File: src/rtl/mem_port_arbiter_pkg.sv
// Shared definitions for the IF/MEM unified-memory port arbiter.
package mem_port_arbiter_pkg;

    typedef enum logic [1:0] {
        IDLE   = 2'd0,
        BUSY_I = 2'd1,
        BUSY_D = 2'd2
    } arb_state_t;

    localparam logic SEL_FETCH = 1'b0;
    localparam logic SEL_DATA  = 1'b1;

    localparam int STARVE_MAX_DEFAULT = 4;

endpackage

File: src/rtl/mem_port_arbiter_starve_counter.sv
// Saturating count of data grants made while fetch waits; at_max forces fetch to win.
module starve_counter
    import mem_port_arbiter_pkg::*;
#(
    parameter int STARVE_MAX = STARVE_MAX_DEFAULT
) (
    input  logic clk,
    input  logic rst_n,
    input  logic inc,
    input  logic clr,
    output logic at_max
);

    localparam int CW = $clog2(STARVE_MAX + 1);

    logic [CW-1:0] count;

    always_ff @(posedge clk or negedge rst_n) begin
        if (!rst_n) begin
            count <= '0;
        end else if (clr) begin
            count <= '0;
        end else if (inc && !at_max) begin
            count <= count + 1'b1;
        end
    end

    assign at_max = (count == CW'(STARVE_MAX));

endmodule

File: src/rtl/mem_port_arbiter.sv
// Arbitrates the single unified memory port between instruction fetch and data access.
module mem_port_arbiter
    import mem_port_arbiter_pkg::*;
#(
    parameter int ADDR_W     = 32,
    parameter int DATA_W     = 32,
    parameter int STARVE_MAX = STARVE_MAX_DEFAULT
) (
    input  logic                clk,
    input  logic                rst_n,
    input  logic                if_req,
    input  logic [ADDR_W-1:0]   if_addr,
    output logic                if_gnt,
    output logic                if_valid,
    output logic [DATA_W-1:0]   if_rdata,
    output logic                if_stall,
    input  logic                d_req,
    input  logic                d_we,
    input  logic [ADDR_W-1:0]   d_addr,
    input  logic [DATA_W-1:0]   d_wdata,
    input  logic [DATA_W/8-1:0] d_be,
    output logic                d_gnt,
    output logic                d_valid,
    output logic [DATA_W-1:0]   d_rdata,
    output logic                mem_req,
    output logic                mem_we,
    output logic [ADDR_W-1:0]   mem_addr,
    output logic [DATA_W-1:0]   mem_wdata,
    output logic [DATA_W/8-1:0] mem_be,
    input  logic                mem_ready,
    input  logic [DATA_W-1:0]   mem_rdata,
    output logic                sel
);

    arb_state_t state, state_next;
    logic       at_max;
    logic       starve_inc;
    logic       starve_clr;

    starve_counter #(
        .STARVE_MAX(STARVE_MAX)
    ) u_starve (
        .clk   (clk),
        .rst_n (rst_n),
        .inc   (starve_inc),
        .clr   (starve_clr),
        .at_max(at_max)
    );

    always_ff @(posedge clk or negedge rst_n) begin
        if (!rst_n) begin
            state <= IDLE;
        end else begin
            state <= state_next;
        end
    end

    always_comb begin
        state_next = state;
        case (state)
            IDLE: begin
                if (d_gnt) begin
                    state_next = BUSY_D;
                end else if (if_gnt) begin
                    state_next = BUSY_I;
                end
            end
            BUSY_I, BUSY_D: begin
                if (mem_ready) begin
                    state_next = IDLE;
                end
            end
            default: state_next = IDLE;
        endcase
    end

    // Data wins ties unless fetch has already been passed over STARVE_MAX times.
    always_comb begin
        if_gnt = 1'b0;
        d_gnt  = 1'b0;
        if (state == IDLE) begin
            if_gnt = if_req && (!d_req || at_max);
            d_gnt  = d_req && !(if_req && at_max);
        end
    end

    assign starve_inc = d_gnt && if_req;
    assign starve_clr = if_gnt || !if_req;
    assign if_stall   = if_req && !if_valid;

    always_ff @(posedge clk or negedge rst_n) begin
        if (!rst_n) begin
            mem_req   <= 1'b0;
            mem_we    <= 1'b0;
            mem_addr  <= '0;
            mem_wdata <= '0;
            mem_be    <= '0;
            sel       <= SEL_FETCH;
            if_valid  <= 1'b0;
            if_rdata  <= '0;
            d_valid   <= 1'b0;
            d_rdata   <= '0;
        end else begin
            if_valid <= 1'b0;
            d_valid  <= 1'b0;
            case (state)
                IDLE: begin
                    if (d_gnt) begin
                        mem_req   <= 1'b1;
                        mem_we    <= d_we;
                        mem_addr  <= d_addr;
                        mem_wdata <= d_wdata;
                        mem_be    <= d_be;
                        sel       <= SEL_DATA;
                    end else if (if_gnt) begin
                        mem_req   <= 1'b1;
                        mem_we    <= 1'b0;
                        mem_addr  <= if_addr;
                        mem_wdata <= '0;
                        mem_be    <= '1;
                        sel       <= SEL_FETCH;
                    end
                end
                BUSY_I: begin
                    if (mem_ready) begin
                        mem_req  <= 1'b0;
                        mem_we   <= 1'b0;
                        mem_be   <= '0;
                        if_valid <= 1'b1;
                        if_rdata <= mem_rdata;
                    end
                end
                BUSY_D: begin
                    if (mem_ready) begin
                        mem_req <= 1'b0;
                        mem_we  <= 1'b0;
                        mem_be  <= '0;
                        d_valid <= 1'b1;
                        if (!mem_we) begin
                            d_rdata <= mem_rdata;
                        end
                    end
                end
                default: ;
            endcase
        end
    end

endmodule

File: config.mk
export PLATFORM = sky130hd
export DESIGN_NAME = mem_port_arbiter
export DESIGN_NICKNAME = d
export VERILOG_FILES = /design/src/rtl/mem_port_arbiter_pkg.sv /design/src/rtl/mem_port_arbiter_starve_counter.sv /design/src/rtl/mem_port_arbiter.sv
export SDC_FILE = /design/constraint.sdc
export NUM_CORES = 1
export LEC_CHECK = 0
export CORE_MARGIN = 10
export CORE_UTILIZATION = 36
export DETAILED_ROUTE_END_ITERATION = 16
export GPL_ROUTABILITY_DRIVEN = 0
export PLACE_DENSITY_LB_ADDON = 0.1
export SYNTH_ARGS = -nofsm -noshare
export SYNTH_HDL_FRONTEND = slang
export SYNTH_HIERARCHICAL = 1
export SYNTH_SLANG_ARGS = --single-unit
File: constraint.sdc
create_clock -name clk -period 1.7 [get_ports clk]
set_input_delay 0.17 -clock clk [delete_from_list [all_inputs] [get_ports clk]]
set_output_delay 0.17 -clock clk [all_outputs]
set_load 0.01 [all_outputs]
== Word level (Yosys, flattened, before mapping) ==
Index checks and enable logic that the tools add are counted.

* Multiplexer cells: 27
* Add/sub/neg operators: 1
* Reduce and logical (&&, ||, !) cells: 23
* Bitwise gates (word level): 1
* Equal/unequal tests: 5

{| class="wikitable"
|+ Operators with widths
! operator !! number
|-
| $mux W32 || 4
|-
| $mux W4 || 3
|-
| $mux W1 || 11
|-
| $pmux W4 S2 || 1
|-
| $logic_and A1 B1 Y1 || 6
|-
| $mux W2 || 3
|-
| $mux W3 || 2
|-
| $reduce_and A2 Y1 || 3
|-
| $reduce_and A3 Y1 || 2
|-
| $reduce_bool A2 Y1 || 3
|-
| $logic_not A1 Y1 || 5
|-
| $pmux W1 S2 || 2
|-
| $pmux W2 S2 || 1
|-
| $add A3 B1 Y3 const B || 1
|-
| $eq A3 B3 Y1 const B || 1
|-
| $ne A3 B3 Y1 const B || 1
|-
| $eq A2 B1 Y1 const B || 1
|-
| $eq A2 B2 Y1 const B || 1
|-
| $logic_not A2 Y1 || 1
|-
| $logic_or A1 B1 Y1 || 2
|-
| $ne A2 B1 Y1 const B || 1
|-
| $reduce_or A2 Y1 || 1
|-
| $not A1 Y1 || 1
|}

* Logic and storage cells: 69
* Register bits: 142
* Output and inout port bits: 140
* Bits of input ports: 138

== Depth between registers and ports, before layout ==
* Depth in word-level cells: 9
* Mapped depth: 9
* Mapped depth without buffers: 7

== Cells and area by module ==
The synthesis kept the hierarchy.

{| class="wikitable"
|+ Modules (own cells, without submodules)
! module !! area each (µm²) !! instances !! cells each
|-
| mem_port_arbiter || 5415.2 || 1 || 365
|-
| starve_counter || 197.7 || 1 || 18
|}

== Worst setup path after synthesis ==
Ideal clock, no wire load.

* Kind: register -> register
* Start point: register state[0]
* End point: register u_starve.count[0]
* Required time: 1575 ps
* Cell stages (with the launch flop): 8
* Setup slack: -69 ps
* Buffers on the path: 1
* Period minus slack after synthesis: 1769 ps
* Data arrival time: 1644 ps
* Cells stage by stage: dfrtp_1 inv_1 ha_1 buf_2 nand2_1 nor3_1 a21boi_2 mux2_4

* Word-level cells in the longest chain between the ends: 5

{| class="wikitable"
|+ RTL lines
! what !! line !! source
|-
| from (decl) || mem_port_arbiter.sv:35 || <nowiki>arb_state_t state, state_next;</nowiki>
|-
| from (signal assigned) || mem_port_arbiter.sv:54 || <nowiki>state <= state_next;</nowiki>
|-
| $logic_not A2 Y1 || mem_port_arbiter.sv:81 || <nowiki>if (state == IDLE) begin</nowiki>
|-
| $mux W1 || mem_port_arbiter.sv:81 ||
|-
| $logic_and A1 B1 Y1 || mem_port_arbiter.sv:87 || <nowiki>assign starve_inc = d_gnt && if_req;</nowiki>
|-
| via starve_inc || mem_port_arbiter.sv:37 || <nowiki>logic starve_inc;</nowiki>
|-
| $logic_and A1 B1 Y1 || mem_port_arbiter_starve_counter.sv:23 || <nowiki>end else if (inc && !at_max) begin</nowiki>
|-
| $reduce_bool A2 Y1 (no line) || -- ||
|-
| to (signal assigned) || mem_port_arbiter_starve_counter.sv:24 || <nowiki>count <= count + 1'b1;</nowiki>
|-
| to (decl) || mem_port_arbiter_starve_counter.sv:16 || <nowiki>logic [CW-1:0] count;</nowiki>
|}

The timed path passes the listed nets, and every way through them passes these cells.
A chain may end at the register's enable or synchronous reset.

== Final worst setup path ==
* Start point: register u_starve.count[0]
* End point: register mem_addr[2]

* Word-level cells in the longest chain between the ends: 7

{| class="wikitable"
|+ RTL lines
! what !! line !! source
|-
| $eq A3 B3 Y1 (*) || mem_port_arbiter_starve_counter.sv:28 || <nowiki>assign at_max = (count == CW'(STARVE_MAX));</nowiki>
|-
| via at_max || mem_port_arbiter.sv:36 || <nowiki>logic at_max;</nowiki>
|-
| $logic_and A1 B1 Y1 || mem_port_arbiter.sv:83 || <nowiki>d_gnt = d_req && !(if_req && at_max);</nowiki>
|-
| $logic_not A1 Y1 || mem_port_arbiter.sv:83 ||
|-
| $logic_and A1 B1 Y1 || mem_port_arbiter.sv:83 ||
|-
| $mux W1 || mem_port_arbiter.sv:81 ||
|-
| $reduce_bool A2 Y1 (no line) || -- ||
|-
| $reduce_and A2 Y1 (no line) || -- ||
|-
| to (signal assigned) || mem_port_arbiter.sv:111 || <nowiki>mem_addr <= d_addr;</nowiki>
|-
| to (signal assigned) || mem_port_arbiter.sv:118 || <nowiki>mem_addr <= if_addr;</nowiki>
|-
| to (decl) || mem_port_arbiter.sv:27 || <nowiki>output logic [ADDR_W-1:0] mem_addr,</nowiki>
|}

The timed path passes the listed nets; every way through them passes the cells marked *.

==> impl_results.md <==
* Skew final at 0.0102 ns
* Worst min path class: input pin to asynchronous set/reset pin
* Antenna violations before repair at 1
* Syn avg cell area at 14.7 um2
* ANT nets after route at 0
* Minimum clock period at 1.75 ns
* Tot GR Track Use at 17.9%
* Buf/Inv on CP at 3
* Top post-synthesis cells by area: dfrtp_1, mux2_2, a221o_1
* Setup crit start kind: register
* Chip Height at 145 um
* Most frequent cell after synthesis: dfrtp_1
* Clock transition at the registers of the reported paths at 0.06 ns
* Final layout net count at 843
* Worst Path Arrival at 2.05 ns
* Layout cells sized above 1 at 22.8%
* Final hold vios at 0
* Slew headroom at 76.2%
* Skew-Pair Late Insertion Delay at 0.42 ns
* Final hold slack at 0.208 ns
* CTS tree: done
* Max Cap Viol at 0
* PnR worst setup slack at -0.0471 ns
* CP delay by family, top: buffers and inverters
* # port buffers at 277
* Largest net degree at the start of global routing at 57
* Layout area overhead at 75.9%
* EDFF count, synth at 0
* Worst r2r src: u_starve/count[0]
* P_leak at 4.34 nW
* Failing checks: setup timing
* Most frequent cells after synthesis: dfrtp_1, mux2_2, and2_1, a221o_1, a22o_1
* Detailed Route WL at 19,400 um
* Synth Flop Type: dfrtp_1
* Post-Syn Area at 0.00561 mm2
* Distinct cells, synth at 36
* WS Path Type: register to register
* Register area share after synthesis at 63.3%
* Critical path fanouts, max at 8
* DRT Pass-1 Iters at 4
* DR WL/cell at 21.0 um
* Pwr/cell area at 1920 mW/mm2
* Unrepaired setup endpoints after global routing: yes
* Cell taking the most area after synthesis: dfrtp_1
* Vias per cell at 4.84
* Slowest CP cell: dfrtp_1
* Global route overflow at 0
* Most used cell along the critical path: and2_4
* Sink Count at 142
* Status: finished with violations
* I/O pin count at 278
* Final Cycle Share at 103%
* Crit. End Element: register
* Ys async rst share at 100%
* Pwr Total at 0.0189 W
* VDD IR max at 0.850 mV
* Die area at 0.0210 mm2
* DRT iter0 DRCs at 154
* Clock root cell: clkbuf_16
* Initial Utilization at 36.8%
* Max Slew Vio Count at 0
* Final setup violation count at 25
* Post-synthesis register bit count at 142
* Max Clk Rate at 0.572 GHz
* Worst path cell trace: inv_2 -> ha_4 -> and2_4 -> and2_4 -> nor2_4 -> buf_8 -> clkbuf_16 -> a221o_1
* Actual slew at the worst max-slew pin at 0.357 ns
* R2R cell count at 8
* Slowest cell delay on critical path at 0.39 ns
* Vias in the first global route at 4,950
* CTS Buffer Depth at 2
* Worst path required time at 2.00 ns
* Critical R2R Capture: mem_addr[2]
* Die width at 145 um
* Vias at 4,473
* Reg-to-reg slack, setup at -0.05 ns
* Site Rows at 45
* Post-Syn Instances at 383
* First-pass GRT wire length at 28,300 um
* Mapped Nets at 526
* Syn. warnings at 6
* Yosys top cell area share at 63.3%
* TritonCTS Buffers at 17
* H-tree depth at 4
* Place WS at -0.265 ns
* DRC Markers at 0
* Hpwl dp at 13,500 um
* Core region area at 0.0153 mm2
==> final cells by class <==
class	instances	area (um2)
Inverter	9	33.8
Sequential cell	142	3550
Antenna cell	1	2.50
Fill cell	1139	5390
Timing Repair Buffer	323	3350
Multi-Input combinational cell	207	2050
Clock buffer	21	450
Tap cell	211	264
Clock inverter	10	164
==> per-stage QoR <==
step	std cells	area [um2]	TNS [ns]	utilization, %
2_1_floorplan	383	5620	-0.0101	-
3_3_place_gp	877	8830	-8.90	57.9
3_5_place_dp	877	8830	-13.95	57.9
4_1_cts	914	9590	-2.67	62.9
5_1_grt	924	9870	-2.24	64.7
6_report	924	9870	-0.751	64.7
==> state kept, by name, summed over array words and instances, names as in the netlist <==
name,cells
mem_addr,32
mem_be,4
d_valid,1
if_rdata,32
state,2
sel,1
if_valid,1
mem_wdata,32
mem_we,1
d_rdata,32
u_starve/count,3
mem_req,1
==> report_power, final <==
part           internal, W  total, W  leakage (nW)  switching, W
logic              0.00560   0.00917          2.30       0.00357
clock network      0.00249   0.00390         0.297       0.00141
registers          0.00499   0.00586          1.74      0.000863
==> placed cells by master, fill, tap and decap left out, types with 5 or more instances in the layout <==
master and n:
buf_4 29, clkdlybuf4s50_1 273, mux2_4 25, buf_6 5, mux2_2 40, and2_1 32
buf_12 5, inv_2 6, a22o_1 32, dfrtp_1 142, a221o_1 32, clkbuf_16 21
==> timing repair <==
action                                  CTS  global route
gates resized for setup                  24            37
cloned                                    3             4
pin swaps                                 6            18
hold buffers                              1             0
endpoints found under the setup margin   97           100
buffers inserted                          2             5
endpoints found under the hold margin    34             0
==> layer usage <==
layer | up-vias | part of all wire [%] | GRT usage [%]
li1 | 2048 | - | -
met1 | 2252 | 37 | 18.9
met2 | 153 | 52 | 31.0
met3 | 20 | 9.0 | 7.76
met4 | 0 | 1.5 | 6.38
met5 | - | 0 | 0
==> logic make-up (layout without fill, tap and decap cells) <==
logic type | count (synthesis) | after routing | share of synthesized area (%)
adders and majority gates | 5 | 5 | 1.11
muxes | 66 | 66 | 13.3
and+or+nand+nor | 56 | 56 | 5.97
other | 0 | 1 | 0
DFF | 142 | 142 | 63.3
buffers and inverters | 34 | 363 | 3.23
AOI/OAI and AO/OA | 80 | 80 | 13.1
==> worst max path at each step <==
| stage | startpoint | to | slack, ns | cells past startpoint |
|---|---|---|---|---|
| detailed placement | u_starve/count[0] | mem_addr[1] | -0.26 | 8 |
| floorplan | state[0] | u_starve/count[0] | -0.01 | 7 |
| finish | u_starve/count[0] | mem_addr[2] | -0.05 | 8 |
| global placement | u_starve/count[0] | mem_addr[21] | -0.19 | 8 |
| global route | u_starve/count[0] | d_gnt | -0.09 | 6 |
| CTS | u_starve/count[1] | mem_addr[3] | -0.10 | 8 |
(Power assumes the default switching activity.)
